### src/rtl/writeback_arbiter_if.sv
//------------------------------------------------------------------------------
// writeback_arbiter_if : ALU/load result inputs and register-file write port
// Rev 1.0
//------------------------------------------------------------------------------
`default_nettype none

interface writeback_arbiter_if;
  logic        alu_valid;
  logic [4:0]  alu_rd;
  logic [31:0] alu_result;
  logic        load_valid;
  logic        load_ready;
  logic [4:0]  load_rd;
  logic [2:0]  load_funct3;
  logic [1:0]  load_addr_lo;
  logic [31:0] load_rdata;
  logic        reg_write;
  logic [4:0]  rd;
  logic [31:0] write_data;
  logic [31:0] pending_mask;
  logic        fifo_full;
  logic        fifo_empty;

  modport master (
    output alu_valid, alu_rd, alu_result,
    output load_valid, load_rd, load_funct3, load_addr_lo, load_rdata,
    input  load_ready, reg_write, rd, write_data, pending_mask, fifo_full, fifo_empty
  );

  modport slave (
    input  alu_valid, alu_rd, alu_result,
    input  load_valid, load_rd, load_funct3, load_addr_lo, load_rdata,
    output load_ready, reg_write, rd, write_data, pending_mask, fifo_full, fifo_empty
  );
endinterface

`default_nettype wire

### src/rtl/writeback_arbiter.sv
//------------------------------------------------------------------------------
// writeback_arbiter : merges ALU results and FIFO-buffered load data onto the
//                     register-file write port; ALU has priority.
// Rev 1.0
//------------------------------------------------------------------------------
`default_nettype none

module writeback_arbiter #(
  parameter int FIFO_DEPTH = 2
) (
  input  logic                clk,
  input  logic                reset,
  writeback_arbiter_if.slave  wb
);

  localparam int PTR_W = (FIFO_DEPTH > 1) ? $clog2(FIFO_DEPTH) : 1;
  localparam int CNT_W = PTR_W + 1;
  localparam logic [CNT_W-1:0] C_DEPTH = CNT_W'(FIFO_DEPTH);

  logic [4:0]            r_fifo_rd   [FIFO_DEPTH];
  logic [31:0]           r_fifo_data [FIFO_DEPTH];
  logic [FIFO_DEPTH-1:0] r_fifo_vld;
  logic [PTR_W-1:0]      r_wptr;
  logic [PTR_W-1:0]      r_rptr;
  logic [CNT_W-1:0]      r_count;

  logic        r_reg_write;
  logic [4:0]  r_rd;
  logic [31:0] r_write_data;

  logic        w_full;
  logic        w_empty;
  logic        w_push;
  logic        w_pop;
  logic        w_alu_sel;
  logic [7:0]  w_byte;
  logic [15:0] w_half;
  logic [31:0] w_ext_data;
  logic [31:0] w_mask;

  assign w_full    = (r_count == C_DEPTH);
  assign w_empty   = (r_count == '0);
  assign w_alu_sel = wb.alu_valid && (wb.alu_rd != 5'd0);
  assign w_pop     = !w_alu_sel && !w_empty;
  // Loads to x0 complete the handshake but never occupy a slot.
  assign w_push    = wb.load_valid && wb.load_ready && (wb.load_rd != 5'd0);

  assign wb.load_ready   = !reset && !w_full;
  assign wb.fifo_full    = !reset && w_full;
  assign wb.fifo_empty   = reset || w_empty;
  assign wb.pending_mask = reset ? 32'd0 : w_mask;
  assign wb.reg_write    = r_reg_write;
  assign wb.rd           = r_rd;
  assign wb.write_data   = r_write_data;

  always_comb begin
    w_byte = wb.load_rdata[7:0];
    case (wb.load_addr_lo)
      2'd0:    w_byte = wb.load_rdata[7:0];
      2'd1:    w_byte = wb.load_rdata[15:8];
      2'd2:    w_byte = wb.load_rdata[23:16];
      default: w_byte = wb.load_rdata[31:24];
    endcase
    w_half = wb.load_addr_lo[1] ? wb.load_rdata[31:16] : wb.load_rdata[15:0];
    case (wb.load_funct3)
      3'b000:  w_ext_data = {{24{w_byte[7]}}, w_byte};
      3'b001:  w_ext_data = {{16{w_half[15]}}, w_half};
      3'b100:  w_ext_data = {24'd0, w_byte};
      3'b101:  w_ext_data = {16'd0, w_half};
      default: w_ext_data = wb.load_rdata;
    endcase
  end

  always_comb begin
    w_mask = 32'd0;
    for (int i = 0; i < FIFO_DEPTH; i++) begin
      if (r_fifo_vld[i]) w_mask[r_fifo_rd[i]] = 1'b1;
    end
    w_mask[0] = 1'b0;
  end

  // Push and pop never share a slot: wptr == rptr only when empty or full.
  always_ff @(posedge clk) begin
    if (reset) begin
      r_wptr     <= '0;
      r_rptr     <= '0;
      r_count    <= '0;
      r_fifo_vld <= '0;
    end else begin
      if (w_push) begin
        r_fifo_rd[r_wptr]   <= wb.load_rd;
        r_fifo_data[r_wptr] <= w_ext_data;
        r_fifo_vld[r_wptr]  <= 1'b1;
        r_wptr              <= r_wptr + PTR_W'(1);
      end
      if (w_pop) begin
        r_fifo_vld[r_rptr] <= 1'b0;
        r_rptr             <= r_rptr + PTR_W'(1);
      end
      case ({w_push, w_pop})
        2'b10:   r_count <= r_count + CNT_W'(1);
        2'b01:   r_count <= r_count - CNT_W'(1);
        default: r_count <= r_count;
      endcase
    end
  end

  always_ff @(posedge clk) begin
    if (reset) begin
      r_reg_write  <= 1'b0;
      r_rd         <= 5'd0;
      r_write_data <= 32'd0;
    end else if (w_alu_sel) begin
      r_reg_write  <= 1'b1;
      r_rd         <= wb.alu_rd;
      r_write_data <= wb.alu_result;
    end else if (w_pop) begin
      r_reg_write  <= 1'b1;
      r_rd         <= r_fifo_rd[r_rptr];
      r_write_data <= r_fifo_data[r_rptr];
    end else begin
      r_reg_write  <= 1'b0;
    end
  end

endmodule

`default_nettype wire
### src/flat_wrapper.sv
// flat-port wrapper written by rule: the top's interface ports become plain ports
module writeback_arbiter_flat 
#(
  parameter int FIFO_DEPTH = 2
)
  (clk, reset, wb_alu_valid, wb_alu_rd, wb_alu_result, wb_load_valid, wb_load_rd, wb_load_funct3, wb_load_addr_lo, wb_load_rdata, wb_load_ready, wb_reg_write, wb_rd, wb_write_data, wb_pending_mask, wb_fifo_full, wb_fifo_empty);
  writeback_arbiter_if wb_i ();
  input  logic clk;
  input  logic reset;
  input wire logic [$bits(wb_i.alu_valid)-1:0] wb_alu_valid;
  input wire logic [$bits(wb_i.alu_rd)-1:0] wb_alu_rd;
  input wire logic [$bits(wb_i.alu_result)-1:0] wb_alu_result;
  input wire logic [$bits(wb_i.load_valid)-1:0] wb_load_valid;
  input wire logic [$bits(wb_i.load_rd)-1:0] wb_load_rd;
  input wire logic [$bits(wb_i.load_funct3)-1:0] wb_load_funct3;
  input wire logic [$bits(wb_i.load_addr_lo)-1:0] wb_load_addr_lo;
  input wire logic [$bits(wb_i.load_rdata)-1:0] wb_load_rdata;
  output wire logic [$bits(wb_i.load_ready)-1:0] wb_load_ready;
  output wire logic [$bits(wb_i.reg_write)-1:0] wb_reg_write;
  output wire logic [$bits(wb_i.rd)-1:0] wb_rd;
  output wire logic [$bits(wb_i.write_data)-1:0] wb_write_data;
  output wire logic [$bits(wb_i.pending_mask)-1:0] wb_pending_mask;
  output wire logic [$bits(wb_i.fifo_full)-1:0] wb_fifo_full;
  output wire logic [$bits(wb_i.fifo_empty)-1:0] wb_fifo_empty;
  assign wb_i.alu_valid = wb_alu_valid;
  assign wb_i.alu_rd = wb_alu_rd;
  assign wb_i.alu_result = wb_alu_result;
  assign wb_i.load_valid = wb_load_valid;
  assign wb_i.load_rd = wb_load_rd;
  assign wb_i.load_funct3 = wb_load_funct3;
  assign wb_i.load_addr_lo = wb_load_addr_lo;
  assign wb_i.load_rdata = wb_load_rdata;
  assign wb_load_ready = wb_i.load_ready;
  assign wb_reg_write = wb_i.reg_write;
  assign wb_rd = wb_i.rd;
  assign wb_write_data = wb_i.write_data;
  assign wb_pending_mask = wb_i.pending_mask;
  assign wb_fifo_full = wb_i.fifo_full;
  assign wb_fifo_empty = wb_i.fifo_empty;
  writeback_arbiter #(.FIFO_DEPTH(FIFO_DEPTH)) u_core (.clk(clk), .reset(reset), .wb(wb_i));
endmodule
### config.mk
export PLATFORM = sky130hd
export DESIGN_NAME = writeback_arbiter_flat
export DESIGN_NICKNAME = d
export VERILOG_FILES = /design/src/rtl/writeback_arbiter_if.sv /design/src/rtl/writeback_arbiter.sv /design/src/flat_wrapper.sv
export SDC_FILE = /design/constraint.sdc
export NUM_CORES = 1
export LEC_CHECK = 0
export ABC_AREA = 1
export CORE_UTILIZATION = 45
export DETAILED_ROUTE_END_ITERATION = 10
export GPL_TIMING_DRIVEN = 0
export HOLD_SLACK_MARGIN = 0.02
export PLACE_DENSITY = 0.74
export SYNTH_ARGS = -nofsm -noshare
export SYNTH_HDL_FRONTEND = slang
export SYNTH_SLANG_ARGS = --single-unit
### constraint.sdc
create_clock -name clk -period 6.7 [get_ports clk]
set_input_delay 1.34 -clock clk [delete_from_list [all_inputs] [get_ports clk]]
set_output_delay 1.34 -clock clk [all_outputs]
set_load 0.02 [all_outputs]
==> reports/summary.txt <==
Number of distinct library cells after synthesis = 34
Fmax = 239 MHz
Synth Cell Area = 6250 sq um
Area Growth Syn to Fin = 37.8%
Arrival @ worst endpoint = 2.84 ns
TritonCTS buffer count = 17
Hold Crit Class = register to register
Final hold violation count = 0
MaxCap Viol Count = 0
Antenna diodes = 0
Int Pwr = 1.67 mW
Worst reg2reg setup slack = 4.77 ns
Deepest clock path buffer count = 2
Setup TNS = 0 ns
Synthesized instance count = 827
Vias in the first global route = 5,616
# H-tree levels = 4
Clock share of power = 0.417
Initial antenna violation count = 0
Port buffer count = 150
Post-route DRC = 0
Fin nets = 1,080
Core area = 13,400 sq um
RSZ-0062 raised after global routing = no
Clock Latency Late Sink = 0.42 ns
Crit path max-delay family = buffers and inverters
Row cnt = 42
Number of synthesized flops with an enable pin = 74
Lkg Pwr = 3.58 nW
NetSw = 666 uW
Fin crit share = 0.624
Layout cells sized above 1 = 0.0793
Initial DRC Count = 513
Syn_area_per_cell = 7.56 sq um
Die height = 120 um
Count leader, synth = nand2_1
Finish-stage setup viols = 0
Setup Skew = 0.00720 ns
Post-CTS setup buffer count = 0
Asr flop ratio synth = 0
Post-synth top cells = 215 x nand2_1, 142 x nor2_1, 78 x inv_1, 77 x nand3_1, 74 x edfxtp_1
Largest net degree at the start of global routing = 38
Die width = 120 um
Yosys warning count = 0
Routed vias = 6,086
Non-filler cells, final = 1,185
CP Cell Sequence = buf_2 > clkinv_1 > clkbuf_1 > nand2_1 > clkdlybuf4s50_1
Overall global routing resource usage = 0.254
Largest stage delay, worst path = 0.60 ns
Max-slew violation count = 0
Drt first pass iters = 7
Sw Ratio = 0.286
Die area = 14,400 sq um
Mean routed wirelength per cell = 15.2 um
Syn_nets = 911
ANT nets after route = 0
Sequential area share after synthesis = 0.500
Initial Util = 0.466
Count of buffer and inverter cells on the critical path = 4
Sequential share of power = 0.372
CTS tree = built
Post_cts resized = 0
Crit. End Element = output pin
Synth area leader = edfxtp_1
Cts hold-fix bufs = 0
Routed wire length = 18,000 um
Placer Congestion = 0.934
Number of synthesized register bits = 119
Min Tclk post-route = 4.18 ns
Vias/cell = 5.14
Clk slew on worst S/H paths = 0.05 ns
Io pins = 156
Synth top area cells = edfxtp_1 36%, dfxtp_1 14%, nand2_1 13%, nor2_1 8.5%, nand3_1 6.2%
Root Buffer = clkbuf_16
Slowest cell on crit path = clkdlybuf4s50_1
Startpoint Class = primary input
Overflow after GRT = 0
First-pass GRT wire length = 28,300 um
Clock sinks = 119
Combinational share of power = 0.211
Detailed Place HPWL = 13,200 um
Slew margin rel. = 0.441
Crit Path Max Fanout = 10
Yosys top cell area share = 0.356
Most used DFF post-synth = edfxtp_1
Outcome = completed
Worst path required time = 5.36 ns
PD cells = 271 nW/um^2
Tightest Pin Transition = 0.837 ns
Inst Count DP = 1,153
Crit path kind = primary input to output pin
Worst VDD drop = 0.208 mV
==> metrics by stage <==
step / total power [mW] / setup slack, ns / area, sq um / hold WS [ns] / utilization
4_1_cts: 2.33 / 2.53 / 8610 / 0.473 / 0.642
2_1_floorplan: 1.17 / 3.31 / 6250 / 0.453 / -
3_3_place_gp: 1.36 / 2.55 / 7970 / 0.457 / 0.595
3_5_place_dp: 1.37 / 2.54 / 7970 / 0.465 / 0.595
6_report: 2.33 / 2.52 / 8610 / 0.474 / 0.642
5_1_grt: 2.42 / 2.44 / 8610 / 0.519 / 0.642
==> layer usage <==
layer,GRT usage,vias to the layer above,share of wire
met5,0,-,0
met4,0.0898,0,0.019
met3,0.0366,34,0.059
met2,0.422,252,0.48
met1,0.338,2768,0.45
li1,-,3032,-
==> cell usage in the layout, fill, tap and decap left out, types with 2 or more instances in the layout <==
cell / count
buf_6: 2
nor3_1: 12
nor2_1: 142
edfxtp_1: 74
buf_4: 5
clkinv_4: 5
a32oi_1: 7
inv_2: 7
nand3_1: 77
nand2_4: 2
nand2_2: 13
clkbuf_16: 17
nand2_1: 215
buf_2: 13
clkbuf_1: 22
inv_1: 76
clkinvlp_4: 3
a22oi_1: 11
a21oi_1: 57
dfxtp_1: 45
o211ai_1: 2
o21ai_0: 26
nand4_1: 3
bufinv_16: 4
inv_4: 2
a21boi_0: 2
clkdlybuf4s50_1: 150
==> area by class of cell <==
class                      instances  area (sq um)
clock inverter                    14           200
sequential                       119          3120
fill                            1192          4790
tap                              176           220
clock buffer                      18           439
timing repair buffer             150          1500
multi-input combinational        579          2590
buffer                            43           211
inverter                          86           328
==> power groups by stage <==
| stage | logic (mW) | clock network, mW | registers (mW) |
|---|---|---|---|
| 3_3_place_gp | 0.480 | 0 | 0.880 |
| 2_1_floorplan | 0.255 | 0 | 0.911 |
| 3_5_place_dp | 0.484 | 0 | 0.882 |
| 4_1_cts | 0.489 | 0.974 | 0.867 |
| 6_report | 0.491 | 0.972 | 0.868 |
| 5_1_grt | 0.540 | 1.01 | 0.873 |
==> registers in the layout, indices dropped and copies added (netlist names), named ones only <==
register / count
u_core.r_fifo_data: 64
u_core.r_count: 2
u_core.r_fifo_vld: 2
u_core.wb.write_data: 32
u_core.r_fifo_rd: 10
u_core.wb.rd: 5
u_core.r_rptr: 1
u_core.r_wptr: 1
u_core.wb.reg_write: 1
==> worst min-delay path, stage by stage, from the launching register on <==
cell and delay (ns):
dfxtp_1 0.31, nand3_1 0.07, nand2_1 0.05
==> path summary, 6_finish.rpt <==
check                                         startpoint                         to  cells past startpoint
worst max register to register         u_core.r_count[0]  u_core.r_fifo_data[0][16]                      5
worst min register to register  u_core.wb.write_data[19]   u_core.wb.write_data[19]                      2
worst max-delay path                               reset              wb_fifo_empty                      5
worst min-delay path            u_core.wb.write_data[19]   u_core.wb.write_data[19]                      2
==> logic make-up (layout without fill, tap and decap cells) <==
logic type               after synthesis  count (layout)  share of synthesized area
flip-flops                           119             119                      0.500
other                                  1               1                   0.000600
buffers and inverters                129             311                     0.0863
AO/OA/AOI/OAI                        107             107                     0.0971
adder cells (fa/ha/maj)                1               1                    0.00200
AND/OR/NAND/NOR                      470             470                      0.314
No activity file was read; power rests on OpenSTA's default activity.
